===== src/rtl/minimax_pkg.sv =====
// Shared constants, load funct3 codes and the write-back FSM state type
// for the minimax register-file write-back block.
package minimax_pkg;

  localparam int unsigned XLEN = 32;

  localparam logic [2:0] F3_LB  = 3'b000;
  localparam logic [2:0] F3_LH  = 3'b001;
  localparam logic [2:0] F3_LW  = 3'b010;
  localparam logic [2:0] F3_LBU = 3'b100;
  localparam logic [2:0] F3_LHU = 3'b101;

  typedef enum logic [1:0] {
    IDLE = 2'b00,
    WAIT = 2'b01,
    HOLD = 2'b10
  } ld_state_e;

  function automatic logic [XLEN-1:0] ext8(input logic [7:0] b, input logic sgn);
    ext8 = {{(XLEN-8){sgn & b[7]}}, b};
  endfunction

  function automatic logic [XLEN-1:0] ext16(input logic [15:0] h, input logic sgn);
    ext16 = {{(XLEN-16){sgn & h[15]}}, h};
  endfunction

endpackage


===== src/rtl/minimax_load_align.sv =====
// Combinational load aligner: picks the byte/half/word addressed by the
// load offset out of the raw memory word and sign- or zero-extends it.
module minimax_load_align
  import minimax_pkg::*;
(
  input  logic [2:0]      fmt,
  input  logic [1:0]      off,
  input  logic [XLEN-1:0] word,
  output logic [XLEN-1:0] result
);

  logic [7:0]  byte_s;
  logic [15:0] half_s;

  // Lane selection; off[0] is irrelevant for halfword loads
  always_comb begin
    case (off)
      2'b00:   byte_s = word[7:0];
      2'b01:   byte_s = word[15:8];
      2'b10:   byte_s = word[23:16];
      2'b11:   byte_s = word[31:24];
      default: byte_s = word[7:0];
    endcase
    if (off[1]) begin
      half_s = word[31:16];
    end else begin
      half_s = word[15:0];
    end
  end

  // Extension by funct3; unknown codes load the full word
  always_comb begin
    case (fmt)
      F3_LB:   result = ext8(byte_s, 1'b1);
      F3_LH:   result = ext16(half_s, 1'b1);
      F3_LBU:  result = ext8(byte_s, 1'b0);
      F3_LHU:  result = ext16(half_s, 1'b0);
      default: result = word;
    endcase
  end

endmodule


===== src/rtl/minimax_rf_wb.sv =====
// Register-file write-back arbiter: shares port 0 between ALU results and a
// single outstanding load, forwards operands and raises decode stalls.
module minimax_rf_wb
  import minimax_pkg::*;
(
  input  logic            CLK,
  input  logic            RST_N,
  input  logic            alu_we,
  input  logic [4:0]      alu_rd,
  input  logic [XLEN-1:0] alu_data,
  input  logic            ld_issue,
  input  logic [4:0]      ld_issue_rd,
  input  logic [2:0]      ld_issue_fmt,
  input  logic [1:0]      ld_issue_off,
  input  logic            ld_rvalid,
  input  logic [XLEN-1:0] ld_rdata,
  input  logic [4:0]      dec_rs1,
  input  logic [4:0]      dec_rs2,
  input  logic [4:0]      dec_rd,
  output logic            stall,
  output logic            ld_busy,
  output logic [3:0]      rf_we,
  output logic [4:0]      rf_a0,
  output logic [4:0]      rf_a1,
  output logic [XLEN-1:0] rf_di,
  input  logic [XLEN-1:0] rf_do0,
  input  logic [XLEN-1:0] rf_do1,
  output logic [XLEN-1:0] rs1_data,
  output logic [XLEN-1:0] rs2_data
);

  ld_state_e       state_q, state_d;
  logic [4:0]      rd_q, rd_d;
  logic [2:0]      fmt_q, fmt_d;
  logic [1:0]      off_q, off_d;
  logic [XLEN-1:0] data_q, data_d;

  logic [XLEN-1:0] aligned_s;
  logic            hold_wr_s;
  logic            wr_act_s;
  logic [4:0]      wr_rd_s;
  logic [XLEN-1:0] wr_data_s;
  logic            dep_s;

  minimax_load_align u_align (
    .fmt    (fmt_q),
    .off    (off_q),
    .word   (ld_rdata),
    .result (aligned_s)
  );

  // Load tracking state register
  always_ff @(posedge CLK or negedge RST_N) begin
    if (!RST_N) begin
      state_q <= IDLE;
      rd_q    <= 5'd0;
      fmt_q   <= 3'd0;
      off_q   <= 2'd0;
      data_q  <= {XLEN{1'b0}};
    end else begin
      state_q <= state_d;
      rd_q    <= rd_d;
      fmt_q   <= fmt_d;
      off_q   <= off_d;
      data_q  <= data_d;
    end
  end

  // Next state: one load in flight; a response in WAIT wins over a new issue
  always_comb begin
    state_d = state_q;
    rd_d    = rd_q;
    fmt_d   = fmt_q;
    off_d   = off_q;
    data_d  = data_q;
    case (state_q)
      IDLE: begin
        if (ld_issue) begin
          rd_d    = ld_issue_rd;
          fmt_d   = ld_issue_fmt;
          off_d   = ld_issue_off;
          state_d = WAIT;
        end else begin
          state_d = IDLE;
        end
      end
      WAIT: begin
        if (ld_rvalid) begin
          data_d  = aligned_s;
          state_d = HOLD;
        end else begin
          state_d = WAIT;
        end
      end
      HOLD: begin
        if (alu_we) begin
          state_d = HOLD;
        end else begin
          state_d = IDLE;
        end
      end
      default: state_d = IDLE;
    endcase
  end

  // Port-0 ownership, operand bypass and stall generation
  always_comb begin
    hold_wr_s = (state_q == HOLD) && !alu_we;
    wr_act_s  = RST_N && (alu_we || hold_wr_s);
    if (alu_we) begin
      wr_rd_s   = alu_rd;
      wr_data_s = alu_data;
    end else begin
      wr_rd_s   = rd_q;
      wr_data_s = data_q;
    end

    if (wr_act_s && (wr_rd_s != 5'd0)) begin
      rf_we = 4'hF;
    end else begin
      rf_we = 4'h0;
    end
    rf_a0 = wr_act_s ? wr_rd_s : dec_rs1;
    rf_a1 = dec_rs2;
    rf_di = wr_data_s;

    if (dec_rs1 == 5'd0) begin
      rs1_data = {XLEN{1'b0}};
    end else if (wr_act_s && alu_we && (dec_rs1 == alu_rd)) begin
      rs1_data = alu_data;
    end else begin
      rs1_data = rf_do0;
    end

    if (dec_rs2 == 5'd0) begin
      rs2_data = {XLEN{1'b0}};
    end else if (wr_act_s && (dec_rs2 == wr_rd_s)) begin
      rs2_data = wr_data_s;
    end else begin
      rs2_data = rf_do1;
    end

    // Port 0 busy writing means rs1 cannot be read unless it is bypassed
    dep_s   = (state_q != IDLE) && (rd_q != 5'd0) &&
              ((rd_q == dec_rs1) || (rd_q == dec_rs2) || (rd_q == dec_rd));
    stall   = RST_N && (dep_s || (state_q == HOLD) ||
              (wr_act_s && (dec_rs1 != 5'd0) && (dec_rs1 != wr_rd_s)));
    ld_busy = (state_q != IDLE);
  end

endmodule

===== config.mk =====
export PLATFORM = sky130hd
export DESIGN_NAME = minimax_rf_wb
export DESIGN_NICKNAME = d
export VERILOG_FILES = /design/src/rtl/minimax_pkg.sv /design/src/rtl/minimax_load_align.sv /design/src/rtl/minimax_rf_wb.sv
export SDC_FILE = /design/constraint.sdc
export NUM_CORES = 1
export LEC_CHECK = 0
export CAP_MARGIN = 20
export CORE_MARGIN = 2
export CORE_UTILIZATION = 30
export CTS_BUF_LIST = sky130_fd_sc_hd__clkbuf_4 sky130_fd_sc_hd__clkbuf_8
export DETAILED_ROUTE_END_ITERATION = 8
export GPL_TIMING_DRIVEN = 0
export PLACE_DENSITY = 0.73
export SYNTH_ARGS = -nofsm -noshare
export SYNTH_HDL_FRONTEND = slang
export SYNTH_HIERARCHICAL = 1
export SYNTH_SLANG_ARGS = --single-unit

===== constraint.sdc =====
create_clock -name CLK -period 3.1 [get_ports CLK]
set_clock_uncertainty 0.2 [all_clocks]
set_input_delay 0.31 -clock CLK [delete_from_list [all_inputs] [get_ports CLK]]
set_output_delay 0.31 -clock CLK [all_outputs]
set_load 0.01 [all_outputs]

======== Yosys cells after proc, flatten, opt, wreduce, memory -nomap -nowiden ========
Cells that the tools add are included.
storage, ports and cells
  register bits ........................... 44
  bits in latches ......................... 0
  RAM bits ................................ 0
  memory bits (read-only) ................. 0
  input bits .............................. 163
  output and inout bits ................... 112
  memories kept ........................... 0
operators by class
  $add $sub $neg .......................... 0
  multipliers ............................. 0
  divide/modulo/power cells ............... 0
  order comparisons ....................... 0
  equal/unequal tests ..................... 14
  shifts and indexed selects .............. 0
  mux-type cells .......................... 15
  bitwise logic cells ..................... 0
  reduce and logical (&&, ||, !) cells .... 28
operators with widths
  kind                                                                    number
  32-bit two-way mux                                                      5
  32-bit case mux with 4 select lines                                     1
  8-bit case mux with 4 select lines                                      1
  5-bit equality test                                                     5
  16-bit two-way mux                                                      1
  5-bit nonzero test                                                      3
  1-bit logical AND                                                       11
  5-bit logical NOT                                                       2
  5-bit two-way mux                                                       2
  2-bit equality test (second input constant)                             3
  3-bit equality test (second input constant)                             2
  2-bit case mux with 3 select lines                                      1
  1-bit logical OR                                                        5
  5-bit inequality test                                                   1
  2-bit by 1-bit equality test with 1-bit output (second input constant)  2
  2-bit logical NOT                                                       2
  2-bit two-way mux                                                       2
  4-bit two-way mux                                                       1
  2-bit AND reduction                                                     2
  3-bit by 1-bit equality test with 1-bit output (second input constant)  1
  3-bit logical NOT                                                       1
  2-bit nonzero test                                                      1
  1-bit logical NOT                                                       1
  1-bit two-way mux                                                       1

======== Depth between registers and ports, before layout ========
  depth after elaboration ................. 8
  depth in mapped cells ................... 8
  gate-level depth less buffers ........... 5

======== By module ========
Netlist, hierarchy kept.
by module, submodules not included
  module              times used  cells each  area an instance (sq um)  sequential area each (sq um)
  minimax_rf_wb       1           406         3832.4                    1101.1
  minimax_load_align  1           110         649.4                     0.0

======== Worst setup path before layout ========
Ideal clock, no wire load.
  path kind ............................... reg-to-output
  from .................................... reg rd_q[2]
  to ...................................... out rs2_data[10]
  arrival time ............................ 1.933 ns
  path slack .............................. 0.657 ns
  stages on the path, launching flop included .. 8
  buffers on the path ..................... 2
  cell sequence ........................... dfrtp_1 clkbuf_1 mux2i_1 xor2_1 nand4_1 nor3_4 buf_8 mux2i_1
between the ends
  longest elaborated chain between the ends .. 5
RTL lines
  item                    line                  text
  from (decl)             minimax_rf_wb.sv:33   logic [4:0] rd_q, rd_d;
  from (signal assigned)  minimax_rf_wb.sv:62   rd_q <= rd_d;
  5-bit two-way mux       minimax_rf_wb.sv:110  if (alu_we) begin
  5-bit equality test     minimax_rf_wb.sv:137  end else if (wr_act_s && (dec_rs2 == wr_rd_s)) begin
  1-bit logical AND       minimax_rf_wb.sv:137
  32-bit two-way mux      minimax_rf_wb.sv:137
  32-bit two-way mux      minimax_rf_wb.sv:135  if (dec_rs2 == 5'd0) begin
  to (decl)               minimax_rf_wb.sv:29   output logic [XLEN-1:0] rs2_data
No other way between the ends.

======== Final worst setup path ========
  from .................................... in alu_rd[3]
  to ...................................... out rs2_data[13]
between the ends
  longest elaborated chain between the ends .. 5
RTL lines
  item                 line                  text
  from (decl)          minimax_rf_wb.sv:9    input logic [4:0] alu_rd,
  5-bit two-way mux    minimax_rf_wb.sv:110
  5-bit equality test  minimax_rf_wb.sv:137
  1-bit logical AND    minimax_rf_wb.sv:137
  32-bit two-way mux   minimax_rf_wb.sv:137
  32-bit two-way mux   minimax_rf_wb.sv:135
No other way between the ends.

==> summary.txt <==
Logic synthesis
  • Sequential share of the synthesized area: 24.57%
  • Most numerous cell in the Yosys netlist: mux2_2
  • Syn_nets: 679
  • Number of distinct library cells after synthesis: 33
  • Mapped Area: 4482 sq um
  • Syn avg cell area: 8.686 sq um
  • Ys async rst share: 100.0%
  • Top_reg_cell synth: dfrtp_1
  • Top cell type's share of synthesized area: 24.57%
  • Yosys warnings: 6
  • Syn Inst Count: 516
  • Synth Register Bits: 44
  • Largest area contributor in the netlist: dfrtp_1
  • Number of flops mapped to enable cells by yosys: 0
  • Area contributors post-synth: dfrtp_1 25%, mux2_2 21%, mux2i_1 16%
  • Top cells by count, synth: 82 x mux2_2, 80 x o21ai_0, 70 x mux2i_1, 56 x nand2_1, 44 x dfrtp_1

Layout
  • Post-Layout Inst Area: 7771 sq um
  • Final-stage net count: 975
  • Area delta synth->final: 73.39%
  • Final non-filler cell total: 996
  • Antenna diodes: 0
  • Share of cells above drive strength 1: 19.70%

Setup path
  • Crit. End Element: output port
  • Critical Path AT: 2570 ps
  • Critical path class: input pin to output port
  • Most frequent CP cell: buf_4
  • Critical Path Source Type: input pin
  • Worst path max stage delay: 490 ps
  • CP Data Required Time: 2590 ps
  • CP max FO: 10
  • CP Cell Sequence: clkdlybuf4s50_1 -> mux2i_2 -> xor2_1 -> nand4_1 -> nor3_4 -> buf_4 -> buf_4 -> buf_8 -> mux2i_1 -> clkdlybuf4s15_1
  • Slowest stage cell, crit path: clkdlybuf4s50_1

STA
  • Hold Fails Final Rpt: 0
  • Pins Over Slew Limit: 0
  • Tmin final: 3079 ps
  • Fmax: 324.8 MHz
  • RSZ-0062 raised after global routing: yes
  • Period utilization: 99.31%
  • Post-route setup slack: 21.40 ps
  • Final Setup Violations: 0
  • Worst relative slew slack: 27.37%
  • Worst Tran Pin Value: 1085 ps
  • Hold Slack: 256.8 ps

Drt
  • DRT iter0 DRCs: 187
  • Router iterations before antenna repair: 4
  • Routed wl met2: 8600 um
  • Post-detailed-route count of antenna-violating nets: 0
  • WL met3: 1307 um
  • Vias: 4969
  • Final WL: 17930 um
  • DR WL/cell: 18.01 um
  • Via-to-Cell Ratio: 4.989
  • Highest Signal Layer: met4
  • DRC violations left: 0
  • DRT met1 WL: 7691 um

GRT
  • Initial antenna violation count: 0
  • Vias in the first global route: 4812
  • First-pass GRT wire length: 27500 um
  • Gr ovfl total: 0
  • GRT Util Overall: 21.85%
  • Largest net degree at the start of global routing: 24

Clock network
  • # clock sinks: 44
  • CTS H-tree depth: 2
  • CTS root buf: clkbuf_8
  • CTS Buf Count: 5
  • Insertion delay to the later sink of the worst-skew pair: 290 ps
  • Worst-path clk slew: 80 ps
  • Max clock buf depth: 2
  • CTS tree: done

Floorplan
  • Die height: 126.2 um
  • Core box area: 14590 sq um
  • Num rows: 44
  • Initial core utilization: 30.72%
  • Die area: 15930 sq um
  • Top Ports: 275
  • Die W: 126.2 um

Pwr
  • Worst VDD drop: 0.2787 mV
  • Leak Pwr: 3.458 nW
  • Pwr/cell area: 502.7 nW/um^2

Placed design
  • Dpl cell area: 7440 sq um
  • Post-DP HPWL: 14680 um
  • Final GP Congestion: 0.9059
  • Setup Slack @ Placement: -604.9 ps
  • Cells after DPL: 972
  • Port Buffers: 271

Job
  • Maxcap violations: 0

Worst hold path
  • Worst Hold Class: input pin to asynchronous set/reset pin

Outcome
  • Status: finished clean
==> per-layer routing <==
layer,up-vias,GRT usage (%)
li1,2425,-
met1,2313,28.61
met2,213,36.91
met3,18,4.843
met4,0,4.848
met5,-,0
==> what timing repair did <==
action                                  4_1_cts  5_1_grt
pin swaps                                     3        4
resized for setup                            62       28
hold buffers                                  2        0
endpoints found under the setup margin       69       62
setup buffers                                10        8
hold endpoints to repair                     23        0
==> worst paths after layout <==
kind	from	endpoint	slack, ps	depth (start not counted)
hold / removal	RST_N	fmt_q[2]	260	2
hold reg to reg	state_q[1]	state_q[0]	260	1
min in group CLK	state_q[1]	state_q[0]	260	1
setup reg to reg	state_q[0]	fmt_q[0]	810	3
setup / recovery	alu_rd[3]	rs2_data[13]	20	10
max in group asynchronous	RST_N	rd_q[2]	1940	4
==> state kept, by name, summed over array words and instances, names as in the netlist <==
name	count
data_q	32
off_q	2
rd_q	5
fmt_q	3
state_q	2
==> stage by stage <==
step | setup TNS [ps] | util [%] | total power, mW
floorplan | 0 | - | 2.417
global placement | -146890 | 50.89 | 3.451
detailed placement | -30140 | 50.99 | 3.485
CTS | -460.4 | 52.30 | 3.871
global route | -494.3 | 53.27 | 4.214
finish | 0 | 53.27 | 3.906
==> kinds of logic (layout without fill, tap and decap cells) <==
logic type / after synthesis / after routing / synth area share [%]
flip-flops: 44 / 44 / 24.57
AND/OR/NAND/NOR: 124 / 124 / 12.09
AO/OA/AOI/OAI: 106 / 106 / 13.65
buffers and inverters: 59 / 355 / 7.091
multiplexers: 153 / 153 / 36.74
XOR/XNOR: 30 / 30 / 5.863
==> power breakdown <==
| part | leakage, nW | internal (mW) | switching, mW |
|---|---|---|---|
| combinational | 2.88 | 1.35 | 1.14 |
| sequential | 0.533 | 0.846 | 0.217 |
| clock | 0.0445 | 0.162 | 0.187 |
==> cells in the final DEF (no fill, tap or decap), drive strengths merged, types with 2 or more instances in the layout <==
cell / instances
or4: 2
a22o: 7
clkdlybuf4s15: 4
dlymetal6s2s: 11
a22oi: 13
dlygate4sd2: 30
nand3: 6
nand2: 56
inv: 3
nand4: 3
mux2i: 70
dfrtp: 44
clkbuf: 37
buf: 44
nand3b: 2
xnor2: 12
xor2: 18
nor3: 8
clkdlybuf4s50: 223
nor2: 42
mux2: 82
nor2b: 3
dlygate4sd3: 2
o21ai: 80
==> worst max-delay path: cells and delay by family <==
kind	cells	cell delay, ps
buf+inv	5	1190
mux	2	470
simple gates	2	430
xor+xnor	1	160
==> cell type report <==
type / count / area [sq um]
clock buffer: 6 / 76.32
timing repair buffer: 294 / 2909
buffer: 51 / 304.0
sequential: 44 / 1106
fill: 1369 / 6818
tap: 184 / 230.2
clock inverter: 1 / 5.005
multi-input combinational: 413 / 3129
inverter: 3 / 11.26
No activity file was read; power rests on OpenSTA's default activity.
